### src/rtl/hs_ram_arbiter.sv
// Arbitrates a single-port RAM between the CPU and a hiscore engine. The hiscore side
// pauses the CPU via hold_req and only owns the RAM once cpu_halted is acknowledged.
module hs_ram_arbiter #(
  parameter int unsigned ACK_TIMEOUT  = 255,
  parameter int unsigned GUARD_CYCLES = 2
) (
  input  logic        clk_sys,
  input  logic        reset,

  input  logic        hs_access,
  input  logic [15:0] hs_address,
  input  logic [7:0]  hs_data_in,
  input  logic        hs_write,
  output logic [7:0]  hs_data_out,
  output logic        hs_ready,

  input  logic [15:0] cpu_addr,
  input  logic [7:0]  cpu_dout,
  input  logic        cpu_we,
  input  logic        cpu_halted,
  output logic        hold_req,

  output logic [15:0] ram_addr,
  output logic [7:0]  ram_din,
  output logic        ram_we,
  input  logic [7:0]  ram_dout,

  output logic        owner,
  output logic        timeout_err
);

  localparam int unsigned Guard = (GUARD_CYCLES < 1) ? 1 : GUARD_CYCLES;
  localparam logic [16:0] AckTimeout = 17'(ACK_TIMEOUT);
  localparam logic [15:0] GuardLast  = 16'(Guard - 1);

  typedef enum logic [1:0] {StIdle, StWait, StGrant, StRelease} state_e;

  state_e      state_q, state_d;
  logic [15:0] wait_cnt_q;
  logic [15:0] rel_cnt_q;
  logic        hold_req_q;
  logic        owner_q;
  logic        hs_ready_q;
  logic        timeout_err_q;
  logic        set_err;
  logic        wait_last;
  logic        rel_last;

  // wait_cnt_q counts completed WAIT cycles, so this cycle is the ACK_TIMEOUT-th one.
  assign wait_last = ({1'b0, wait_cnt_q} + 17'd1) >= AckTimeout;
  assign rel_last  = (rel_cnt_q == GuardLast);

  always_comb begin
    state_d = state_q;
    set_err = 1'b0;
    unique case (state_q)
      StIdle: begin
        if (hs_access) state_d = StWait;
      end
      StWait: begin
        if (!hs_access) begin
          state_d = StIdle;
        end else if (cpu_halted) begin
          state_d = StGrant;
        end else if (wait_last) begin
          state_d = StRelease;
          set_err = 1'b1;
        end
      end
      StGrant: begin
        if (!hs_access) begin
          state_d = StRelease;
        end else if (!cpu_halted) begin
          state_d = StRelease;
          set_err = 1'b1;
        end
      end
      StRelease: begin
        if (rel_last) state_d = StIdle;
      end
      default: state_d = StIdle;
    endcase
  end

  always_ff @(posedge clk_sys) begin
    if (reset) begin
      state_q       <= StIdle;
      wait_cnt_q    <= '0;
      rel_cnt_q     <= '0;
      hold_req_q    <= 1'b0;
      owner_q       <= 1'b0;
      hs_ready_q    <= 1'b0;
      timeout_err_q <= 1'b0;
    end else begin
      state_q    <= state_d;
      wait_cnt_q <= (state_q == StWait && state_d == StWait) ? wait_cnt_q + 16'd1 : '0;
      rel_cnt_q  <= (state_q == StRelease && state_d == StRelease) ? rel_cnt_q + 16'd1 : '0;
      hold_req_q <= (state_d == StWait) || (state_d == StGrant);
      owner_q    <= (state_d == StGrant);
      // First GRANT cycle has no read data yet; only a continuing grant reports it.
      hs_ready_q <= (state_q == StGrant) && (state_d == StGrant);
      if (set_err) timeout_err_q <= 1'b1;
    end
  end

  always_comb begin
    ram_addr = cpu_addr;
    ram_din  = cpu_dout;
    ram_we   = cpu_we;
    if (owner_q) begin
      ram_addr = hs_address;
      ram_din  = hs_data_in;
      // A dropped halt aborts the grant; never write while the CPU may be back on the bus.
      ram_we   = hs_write & hs_access & cpu_halted;
    end
  end

  assign hs_data_out = ram_dout;
  assign hs_ready    = hs_ready_q;
  assign hold_req    = hold_req_q;
  assign owner       = owner_q;
  assign timeout_err = timeout_err_q;

endmodule

### config.mk
export PLATFORM = sky130hd
export DESIGN_NAME = hs_ram_arbiter
export DESIGN_NICKNAME = d
export VERILOG_FILES = /design/src/rtl/hs_ram_arbiter.sv
export SDC_FILE = /design/constraint.sdc
export NUM_CORES = 1
export LEC_CHECK = 0
export CORE_UTILIZATION = 44
export CTS_CLUSTER_SIZE = 24
export DETAILED_ROUTE_END_ITERATION = 10
export DONT_BUFFER_PORTS = 1
export PLACE_DENSITY = 0.56
export SYNTH_ARGS = -nofsm -noshare
export SYNTH_HDL_FRONTEND = slang
export SYNTH_SLANG_ARGS = --single-unit
### constraint.sdc
create_clock -name clk_sys -period 2.87 [get_ports clk_sys]
set_input_delay 0 -clock clk_sys [delete_from_list [all_inputs] [get_ports clk_sys]]
set_output_delay 0 -clock clk_sys [all_outputs]
set_load 0.02 [all_outputs]
== Word level (Yosys, flattened, before mapping) ==
Index checks and enable logic that the tools add are counted.

* Word-level logic and storage cells: 46
* Memories: 0
* Register bits: 38
* Latch bits: 0
* Bits in read-only memories: 0
* Input bits: 62
* RAM bits: 0
* Output and inout bits: 37

* Bitwise operators: 4
* Eq/ne operators: 7
* Reduce and logical (&&, ||, !) cells: 7
* $mul: 0
* Shift operators: 0
* Mux-type cells: 17
* Add/sub/neg operators: 3
* Divide/modulo/power cells: 0
* Magnitude comparators: 1

{| class="wikitable"
|+ Operator list
! operator !! number
|-
| 16-bit by 1-bit adder with 16-bit output, second input constant || 2
|-
| 16-bit by 1-bit adder with 17-bit output, second input constant || 1
|-
| 17-bit by 8-bit >= comparator with 1-bit output, second input constant || 1
|-
| 16-bit by 1-bit equality test with 1-bit output, second input constant || 1
|-
| 16-bit 2-to-1 mux || 1
|-
| 2-bit 2-to-1 mux || 7
|-
| 2-bit equality test, second input constant || 4
|-
| 8-bit 2-to-1 mux || 1
|-
| 2-bit one-hot mux with 4 select lines || 1
|-
| 1-bit 2-to-1 mux || 6
|-
| 2-bit by 1-bit equality test with 1-bit output, second input constant || 2
|-
| 2-bit OR reduction || 2
|-
| 1-bit logical AND || 3
|-
| 1-bit AND || 2
|-
| 2-bit logical NOT || 1
|-
| 1-bit inverter || 2
|-
| 1-bit one-hot mux with 2 select lines || 1
|-
| 1-bit logical OR || 1
|}

== Logic depth before layout (Yosys ltp) ==
Gate-level depths: netlist of run 1.

* Word-level depth: 10
* Depth in mapped cells: 10
* Gate-level depth less buffers: 8

== Worst setup path before layout of run 1 ==
No wires, ideal clock.

* Path kind: register to register
* From: register wait_cnt_q[0]
* To: register rel_cnt_q[10]
* Library setup time: 0.134 ns
* Path buffers: 2
* Data arrival time: 2.239 ns
* Path slack: 0.497 ns
* Required time: 2.736 ns
* Clock period less this slack: 2.373 ns
* Stages on the path, launching flop included: 9
* Cell sequence: dfxtp_1 > ha_1 > clkbuf_1 > and3_4 > nand4_1 > a221o_1 > o211ai_2 > buf_4 > nor4_1

* Cells in the longest elaborated chain, start to end: 10

{| class="wikitable"
|+ Ends and longest elaborated chain
! element !! RTL line !! source
|-
| start: declaration || 39 || <nowiki>logic [15:0] wait_cnt_q;</nowiki>
|-
| start signal: assignment || 96 || <nowiki>wait_cnt_q <= (state_q == StWait && state_d == StWait) ? wait_cnt_q + 16'd1 : '0;</nowiki>
|-
| 16-bit by 1-bit adder with 17-bit output || 50 || <nowiki>assign wait_last = ({1'b0, wait_cnt_q} + 17'd1) >= AckTimeout;</nowiki>
|-
| 17-bit by 8-bit >= comparator with 1-bit output || 50 ||
|-
| 2-bit 2-to-1 mux || 65 || <nowiki>end else if (wait_last) begin</nowiki>
|-
| 2-bit 2-to-1 mux || 63 || <nowiki>end else if (cpu_halted) begin</nowiki>
|-
| 2-bit 2-to-1 mux || 61 || <nowiki>if (!hs_access) begin</nowiki>
|-
| 2-bit one-hot mux with 4 select lines || 56 || <nowiki>unique case (state_q)</nowiki>
|-
| 2-bit equality test || 97 || <nowiki>rel_cnt_q <= (state_q == StRelease && state_d == StRelease) ? rel_cnt_q + 16'd1 : '0;</nowiki>
|-
| 1-bit logical AND || 97 ||
|-
| 1-bit inverter (no line) || -- ||
|-
| 2-bit OR reduction (no line) || -- ||
|-
| end signal: assignment || 97 ||
|-
| end: declaration || 40 || <nowiki>logic [15:0] rel_cnt_q;</nowiki>
|}

Every way passes these cells.
A chain may end at the register's enable or synchronous reset.

== Final worst setup path of run 1 ==
* From: register wait_cnt_q[0]
* To: register rel_cnt_q[5]

Same word-level chain as after synthesis.

==> results of run 1 <==
sequential cells by signal, summed over array words and instances, names as in the netlist:
| name | flops |
|---|---|
| timeout_err | 1 |
| hs_ready | 1 |
| rel_cnt_q | 16 |
| wait_cnt_q | 16 |
| state_q | 2 |
| hold_req | 1 |
| owner | 1 |
layer usage:
layer | share of wire [%] | vias up | wire (microns) | track usage, %
met4 | 1.1 | 0 | 63 | 5.93
li1 | - | 1043 | - | -
met5 | 0 | - | 0 | 0
met1 | 45 | 961 | 2550 | 24.3
met2 | 49 | 67 | 2750 | 32.2
met3 | 4.4 | 8 | 248 | 4.14
stage by stage:
stage               worst slack (ns)  instances
finish                         0.322        360
floorplan                      0.497        297
global placement               0.417        351
detailed placement             0.363        351
CTS                            0.321        360
global route                   0.104        360
layout make-up:
type,instances,area (sq um)
Clock buffer,6,82.6
Clock inverter,2,12.5
Sequential cell,38,761
Inverter,10,37.5
Timing Repair Buffer,8,62.6
Fill cell,583,2930
Multi-Input combinational cell,224,1630
Tap cell,72,90.1
cell families (layout without fill, tap and decap cells):
kind of cell               after synthesis  in the layout  share of synthesized area, %
buffers and inverters                   35             26                          7.76
AOI/OAI and AO/OA                       29             29                          8.87
adders and majority gates                8              8                          3.86
DFF                                     38             38                          29.3
xor gates and xnor gates                29             29                          9.79
and+or+nand+nor                        132            132                          29.2
muxes                                   26             26                          11.2
synth_stat cells (all sizes together) (2+ instances only):
master and n:
clkbuf 8, xor2 7, nand2 32, and3 10, nor2 15, nand4 11, o21a 2, o21ai 4
mux2i 2, o2111ai 2, ha 8, nor3 22, a211o 3, buf 17, xnor2 22, nand3 12
and2 3, mux2 24, inv 10, nor2b 2, nor4b 4, o211ai 3, a21oi 2, nor4 17
a211oi 3, dfxtp 38
power by group through the flow:
stage	registers [W]	clock network (W)	logic, W
6_report	0.000549	0.000403	0.000191
5_1_grt	0.000552	0.000434	0.000209
4_1_cts	0.000549	0.000413	0.000193
3_5_place_dp	0.000562	0	0.000191
3_3_place_gp	0.000561	0	0.000192
2_1_floorplan	0.000558	0	0.000180
final timing paths:
path                            startpoint                 endpoint  cells after the start
hold reg to reg    rel_cnt_q[0]$_SDFF_PP0_  rel_cnt_q[0]$_SDFF_PP0_                      1
setup / recovery  wait_cnt_q[0]$_SDFF_PP0_  rel_cnt_q[5]$_SDFF_PP0_                      7
setup reg to reg  wait_cnt_q[0]$_SDFF_PP0_  rel_cnt_q[5]$_SDFF_PP0_                      7
hold / removal                 ram_dout[2]           hs_data_out[2]                      0
critical path, stage by stage (launching register included):
cell      delay [ns]
dfxtp_1         0.46
ha_1            0.45
and3_4          0.29
nand4_1         0.10
a221o_1         0.45
o211ai_2        0.22
buf_4           0.34
nor4_1          0.10
==> metrics, run 1 <==
status finished, final reports clean; clk_lat worst skew around 0.3 ns; Slew Limit Fails 0; Peak Freq ~0.4 GHz; most common cell after layout, fill and taps aside dfxtp_1; Post-Syn Nets ~370; Primary FF master, synth dfxtp_1; ranking of synthesized cells by area dfxtp_1, mux2_2, xnor2_1; core area 5610 sq um; RSZ-0062 raised after global routing no; share of layout cells above drive strength 1 20.1%; CTS Buf Count 5; global route overflow 0; clock slew at reported path FFs around 0.09 ns; Max clock buf depth 2; FF-to-FF setup slack 0.32 ns; PortBufs 0; CTS tree built; H-tree levels 2; CTS resizes 0; post-synth top area share approximately 29%; first drt pass iteration count 4; Post-synth EDFFs 0; DR iter-0 viols 80; Die Span X 78.8 microns; clock network power share between 30% and 40%; Post-DRT Antenna Nets 0; post-synthesis instance total slightly below 300; Tmin final 2.55 ns; # rows 27; Vias/cell 5.78; Worst Hold Class input port to output port; clock skew 0.00970 ns; WP data required around 3.0 ns; Rel. slew slack 34.4%; # setup viols final 0; Post-layout nets 357; Layout area overhead 3.23%; setup TNS 0 ns; Cell Area, Placed 2570 sq um; Internal Power 0.000790 W; die area 6210 sq um; syn avg cell area between 8 and 9 sq um; Residual DRC 0; Seq pwr share 48.0%; number of diodes 0; Psw 0.000352 W; area of the mapped netlist 2590 sq um; final weighted congestion in routability-driven placement 0.845; dpl hpwl 4120 microns; CTS root buf clkbuf_8; first-pass GRT wire length 9500 microns; Initial Utilization 46.3%; Power Density 427 nW/um^2; Fin Hold WS 0.00000778 ns; sequential share of the synthesized area 29.3%; initial antenna violation count 0; final wirelength 5620 microns; largest net degree at the start of global routing 28; ys async rst share 0%; Syn. warnings 0; Final Cycle Share 88.8%; Leak 0.891 nW; fin area ~2700 sq um; Setup crit start kind flop; Comb power frac ~17%; CTS Hold Bufs 1; Max VDD drop 178 uV; critical path arrival around 2.7 ns; Final Hold Fails 0; kind of critical path flop to flop; Via Count 2079; most frequent cells in the layout dfxtp_1, nand2_1, mux2_2, xnor2_1, nor4_1; Chip Height 78.8 microns; WL/cell 15.6 microns; Netlist cell types 50; Seq cells post-synth 38; CP endpoint kind flop; vias in the first global route 2013; max_cap viols 0; fin util 47.8%; Post-CTS Setup Bufs 0; Pwr Total between 0.001 and 0.0015 W; cell accounting for the most synthesized area dfxtp_1; worst-margin pin slew 0.983 ns; Net Sw Frac between 30% and 40%; Top Ports 99; Crit Path Max Fanout 27; clock sinks 38; global-route usage over all layers 19.2%
No activity file was read; power rests on OpenSTA's default activity.
==> run 2: changes to the inputs <==
--- a/config.mk
+++ b/config.mk
@@ -9,7 +9,7 @@
 export CTS_CLUSTER_SIZE = 24
 export DETAILED_ROUTE_END_ITERATION = 10
 export DONT_BUFFER_PORTS = 1
-export PLACE_DENSITY = 0.56
+export PLACE_DENSITY = 0.6
 export SYNTH_ARGS = -nofsm -noshare
 export SYNTH_HDL_FRONTEND = slang
 export SYNTH_SLANG_ARGS = --single-unit
==> run 2 against run 1 <==
Net effect: sequential power is essentially flat; clock power shrank 13%; critical path depth grew 1; global-route usage shrank 1.2 points.
==> metrics, run 2 (synthesis results as in run 1) <==
status finished, final reports clean; WL met2 2630 microns (-4.3%); Max clock buf depth 2 (unchanged); number of diodes 0 (unchanged); Rel. slew slack 68.4% (+34 points); Fin Hold WS 0.0000152 ns (+0.00000741 ns); first drt pass iteration count 4 (unchanged); Final Cycle Share 90.5% (+1.7 points); critical path arrival 2.78 ns (+0.06 ns); RSZ-0062 raised after global routing no; Leak 0.887 nW (-0.38%); top flop regs rel_cnt_q (16), wait_cnt_q (16), state_q (2); dpl hpwl 4170 microns (+1.0%); final weighted congestion in routability-driven placement 0.869 (+2.8%); Post-layout nets 357 (unchanged); Post-DRT Antenna Nets 0 (unchanged); WL met1 2620 microns (+2.7%); # rows 27 (unchanged); worst-margin pin slew 0.482 ns (-0.501 ns); clock sinks 38 (unchanged); Layout area overhead 2.60%; Final Hold Fails 0 (unchanged); metal3 WL 200 microns (-19%); Peak Freq 0.385 GHz (-1.9%); Initial Utilization 46.3% (unchanged); DR iter-0 viols 85 (+6.3%); Chip Height 78.8 microns (unchanged); die area 6210 sq um (unchanged); Crit Path Max Fanout 27 (unchanged); DR top layer met4; clock slew at reported path FFs 0.07 ns (-0.02 ns); setup TNS 0 ns (unchanged); largest net degree at the start of global routing 28 (unchanged); fin worst setup slack 0.272 ns (-0.0502 ns); final wirelength 5490 microns (-2.2%); CTS resizes 0 (unchanged); fin area 2660 sq um (-0.61%); most common cell after layout, fill and taps aside dfxtp_1; Setup crit start kind flop; vias in the first global route 1856 (-7.8%); Tmin final 2.60 ns (+0.0502 ns); WP data required 3.05 ns (about the same); CP endpoint kind flop; clk_lat worst skew 0.29 ns (about the same); Slew Limit Fails 0 (unchanged); FF-to-FF setup slack 0.27 ns (-0.05 ns); PortBufs 0 (unchanged); kind of critical path flop to flop; number of fill cells 587 (+0.69%); Die Span X 78.8 microns (unchanged); max_cap viols 0 (unchanged); Power Density 410 nW/um^2 (-3.8%); first-pass GRT wire length 8800 microns (-7.3%); most frequent cells in the layout dfxtp_1, nand2_1, mux2_2, xnor2_1, nor4_1; Via Count 2047 (-1.5%); Worst Hold Class input port to output port; # setup viols final 0 (unchanged); Cell Area, Placed 2570 sq um (unchanged); clock skew 0.00506 ns (-0.00464 ns); share of layout cells above drive strength 1 19.9% (-0.28 points); Place WS 0.303 ns (-0.0603 ns); CTS Buf Count 5 (unchanged); core area 5610 sq um (unchanged); CTS root buf clkbuf_8; Residual DRC 0 (unchanged); CTS tree built; global route overflow 0 (unchanged); global-route usage over all layers 17.9% (-1.2 points); Top Ports 99 (unchanged); Vias/cell 5.70 (-1.3%); Max VDD drop 240 uV (+35%); H-tree levels 2 (unchanged); initial antenna violation count 0 (unchanged); WL/cell 15.3 microns (-2.0%)
## run 2: through the flow
step / power, W / instances / utilization, %
4_1_cts: 0.00111 / 359 / 47.5
5_1_grt: 0.00115 / 359 / 47.5
3_5_place_dp: 0.000754 / 351 / 45.9
3_3_place_gp: 0.000754 / 351 / 45.9
2_1_floorplan: 0.000738 / 297 / -
6_report: 0.00109 / 359 / 47.5
## run 2: critical path: stages, from the launching register on
cell and delay, ns:
dfxtp_1 0.38, ha_1 0.38, a21oi_1 0.22, mux2i_1 0.10, a211o_1 0.37, o2111ai_1 0.31, o211ai_2 0.13, buf_4 0.26
nor4_1 0.34
## run 2: worst paths after layout
check | from | end | depth (start not counted)
setup / recovery | wait_cnt_q[0]$_SDFF_PP0_ | rel_cnt_q[4]$_SDFF_PP0_ | 8
hold / removal | ram_dout[7] | hs_data_out[7] | 0
setup reg to reg | wait_cnt_q[0]$_SDFF_PP0_ | rel_cnt_q[4]$_SDFF_PP0_ | 8
hold reg to reg | rel_cnt_q[0]$_SDFF_PP0_ | rel_cnt_q[0]$_SDFF_PP0_ | 1
## run 2: timing repair
action                                 in CTS  in global routing
buffers inserted                            0                  0
hold buffers                                1                  0
endpoints found under the hold margin       5                  0
## run 2: final cells by class
class	instances	area [sq um]	area share, %
Inverter	10	37.5	1.41
Clock inverter	2	10.0	0.376
Timing Repair Buffer	8	62.6	2.35
Multi-Input combinational cell	224	1630	61.3
Tap cell	72	90.1	3.38
Clock buffer	5	68.8	2.58
Sequential cell	38	761	28.6
## run 2: per-layer routing
metal / vias to the layer above / global-route usage [%]
met3: 3 / 3.91
met4: 0 / 4.26
met1: 949 / 23.0
li1: 1049 / -
met5: - / 0
met2: 46 / 30.3
## run 2: power by group
| part | switching [W] | internal [W] |
|---|---|---|
| Clock | 0.000186 | 0.000163 |
| Combinational | 0.000131 | 0.0000636 |
| Sequential | 0.0000138 | 0.000535 |
==> run 3: changes to the inputs <==
--- a/config.mk
+++ b/config.mk
@@ -9,6 +9,7 @@
 export CTS_CLUSTER_SIZE = 24
 export DETAILED_ROUTE_END_ITERATION = 10
 export DONT_BUFFER_PORTS = 1
+export MAX_ROUTING_LAYER = met4
 export PLACE_DENSITY = 0.6
 export SYNTH_ARGS = -nofsm -noshare
 export SYNTH_HDL_FRONTEND = slang
==> run 3 against run 2 <==
Net effect: design area is the same; sequential cell count did not move; worst setup slack worse by 0.0028 ns; critical path type unchanged.
==> metrics, run 3 (synthesis results as in run 1) <==
status finished, final reports clean; final wirelength 5490 microns (about the same); clock slew at reported path FFs 0.08 ns (about the same); CP endpoint kind flop; DR iter-0 viols 83 (-2.4%); Vias/cell 5.72 (+0.24%); Post-CTS Setup Bufs 0 (unchanged); Slew Limit Fails 0 (unchanged); clock skew 0.00693 ns (+0.00187 ns); Power Density 412 nW/um^2 (+0.33%); Rel. slew slack 68.4% (unchanged); Crit Path Max Fanout 27 (unchanged); Die Span X 78.8 microns (unchanged); most common cell after layout, fill and taps aside dfxtp_1; Final Hold Fails 0 (unchanged); area occupied by multi-input gates 1630 sq um (unchanged); global-route usage over all layers 18.4% (+0.50 points); Pwr Total 0.00110 W (+0.33%); kind of critical path flop to flop; final weighted congestion in routability-driven placement 0.884 (+1.6%); Layout area overhead 2.60% (unchanged); die area 6210 sq um (unchanged); CTS tree built; CTS resizes 0 (unchanged); Top Ports 99 (unchanged); Via Count 2052 (+0.24%); Chip Height 78.8 microns (unchanged); Max clock buf depth 2 (unchanged); first drt pass iteration count 4 (unchanged); clock sinks 38 (unchanged); Max VDD drop 241 uV (+0.73%); worst-margin pin slew 0.482 ns (unchanged); WL/cell 15.3 microns (about the same); Initial Utilization 46.3% (unchanged); vias in the first global route 1861 (+0.27%); clk_lat worst skew 0.29 ns (about the same); # rows 27 (unchanged); FF/Latch Area 761 sq um (unchanged); Leak 0.887 nW (unchanged); most frequent cells in the layout dfxtp_1, nand2_1, mux2_2, xnor2_1, nor4_1; global route overflow 0 (unchanged); share of layout cells above drive strength 1 19.9% (unchanged); RSZ-0062 raised after global routing no; critical path arrival 2.79 ns (about the same); Final Cycle Share 90.6% (+0.096 points); number of fill cells 587 (unchanged); core area 5610 sq um (unchanged); Worst Hold Class input port to output port; Peak Freq 0.385 GHz (-0.11%); initial antenna violation count 0 (unchanged); largest net degree at the start of global routing 28 (unchanged); setup TNS 0 ns (unchanged); CTS Buf Count 5 (unchanged); top flop regs rel_cnt_q (16), wait_cnt_q (16), state_q (2); H-tree levels 2 (unchanged); Post-layout nets 357 (unchanged); Residual DRC 0 (unchanged); CTS Hold Bufs 1 (unchanged); dpl hpwl 4170 microns (unchanged); Tmin final 2.60 ns (+0.00276 ns); Setup crit start kind flop; # setup viols final 0 (unchanged); first-pass GRT wire length 8800 microns (about the same); number of diodes 0 (unchanged); Post-DRT Antenna Nets 0 (unchanged); PortBufs 0 (unchanged); WP data required 3.06 ns (about the same); max_cap viols 0 (unchanged); CTS root buf clkbuf_8
==> run 3: final cells by class <==
| type | count | share of cell area (%) |
|---|---|---|
| flip-flops and latches | 38 | 28.6 |
| clock buffers | 5 | 2.58 |
| clock inverters | 2 | 0.376 |
| inverters | 10 | 1.41 |
| repair buffers | 8 | 2.35 |
| multi-input cells | 224 | 61.3 |
| well taps | 72 | 3.38 |
==> run 3: final timing paths <==
path | startpoint | end | slack (ns) | depth (start not counted)
max | wait_cnt_q[0]$_SDFF_PP0_ | rel_cnt_q[4]$_SDFF_PP0_ | 0.27 | 8
min | ram_dout[7] | hs_data_out[7] | 0.00002 | 0
max reg2reg | wait_cnt_q[0]$_SDFF_PP0_ | rel_cnt_q[4]$_SDFF_PP0_ | 0.27 | 8
min reg2reg | rel_cnt_q[0]$_SDFF_PP0_ | rel_cnt_q[0]$_SDFF_PP0_ | 0.53 | 1
==> run 3: layer usage <==
metal / GRT usage, % / wire length, microns / vias to the layer above
met5: - / 0 / -
met4: 4.26 / 44 / 0
met3: 3.91 / 196 / 5
met2: 30.2 / 2630 / 46
met1: 23.2 / 2620 / 952
li1: - / - / 1049
==> run 3: worst max-delay path: stages, from the launching register on <==
cell and delay, ns:
dfxtp_1 0.38, ha_1 0.38, a21oi_1 0.22, mux2i_1 0.10, a211o_1 0.37, o2111ai_1 0.31
o211ai_2 0.13, buf_4 0.27, nor4_1 0.34
==> run 3: per-stage QoR <==
step / hold WS (ns) / worst slack (ns) / cell area (sq um) / cells / utilization, %
floorplan: 0.0724 / 0.497 / 2590 / 297 / -
global placement: 0.000137 / 0.420 / 2570 / 351 / 45.9
detailed placement: 0.000137 / 0.303 / 2570 / 351 / 45.9
CTS: 0.000137 / 0.296 / 2660 / 359 / 47.5
global route: 0.0000324 / 0.0753 / 2660 / 359 / 47.5
finish: 0.0000152 / 0.269 / 2660 / 359 / 47.5
==> run 3: power by group <==
group / leakage, nW / internal [W] / switching (W)
logic: 0.537 / 0.0000636 / 0.000132
registers: 0.306 / 0.000535 / 0.0000138
clock network: 0.0438 / 0.000163 / 0.000189
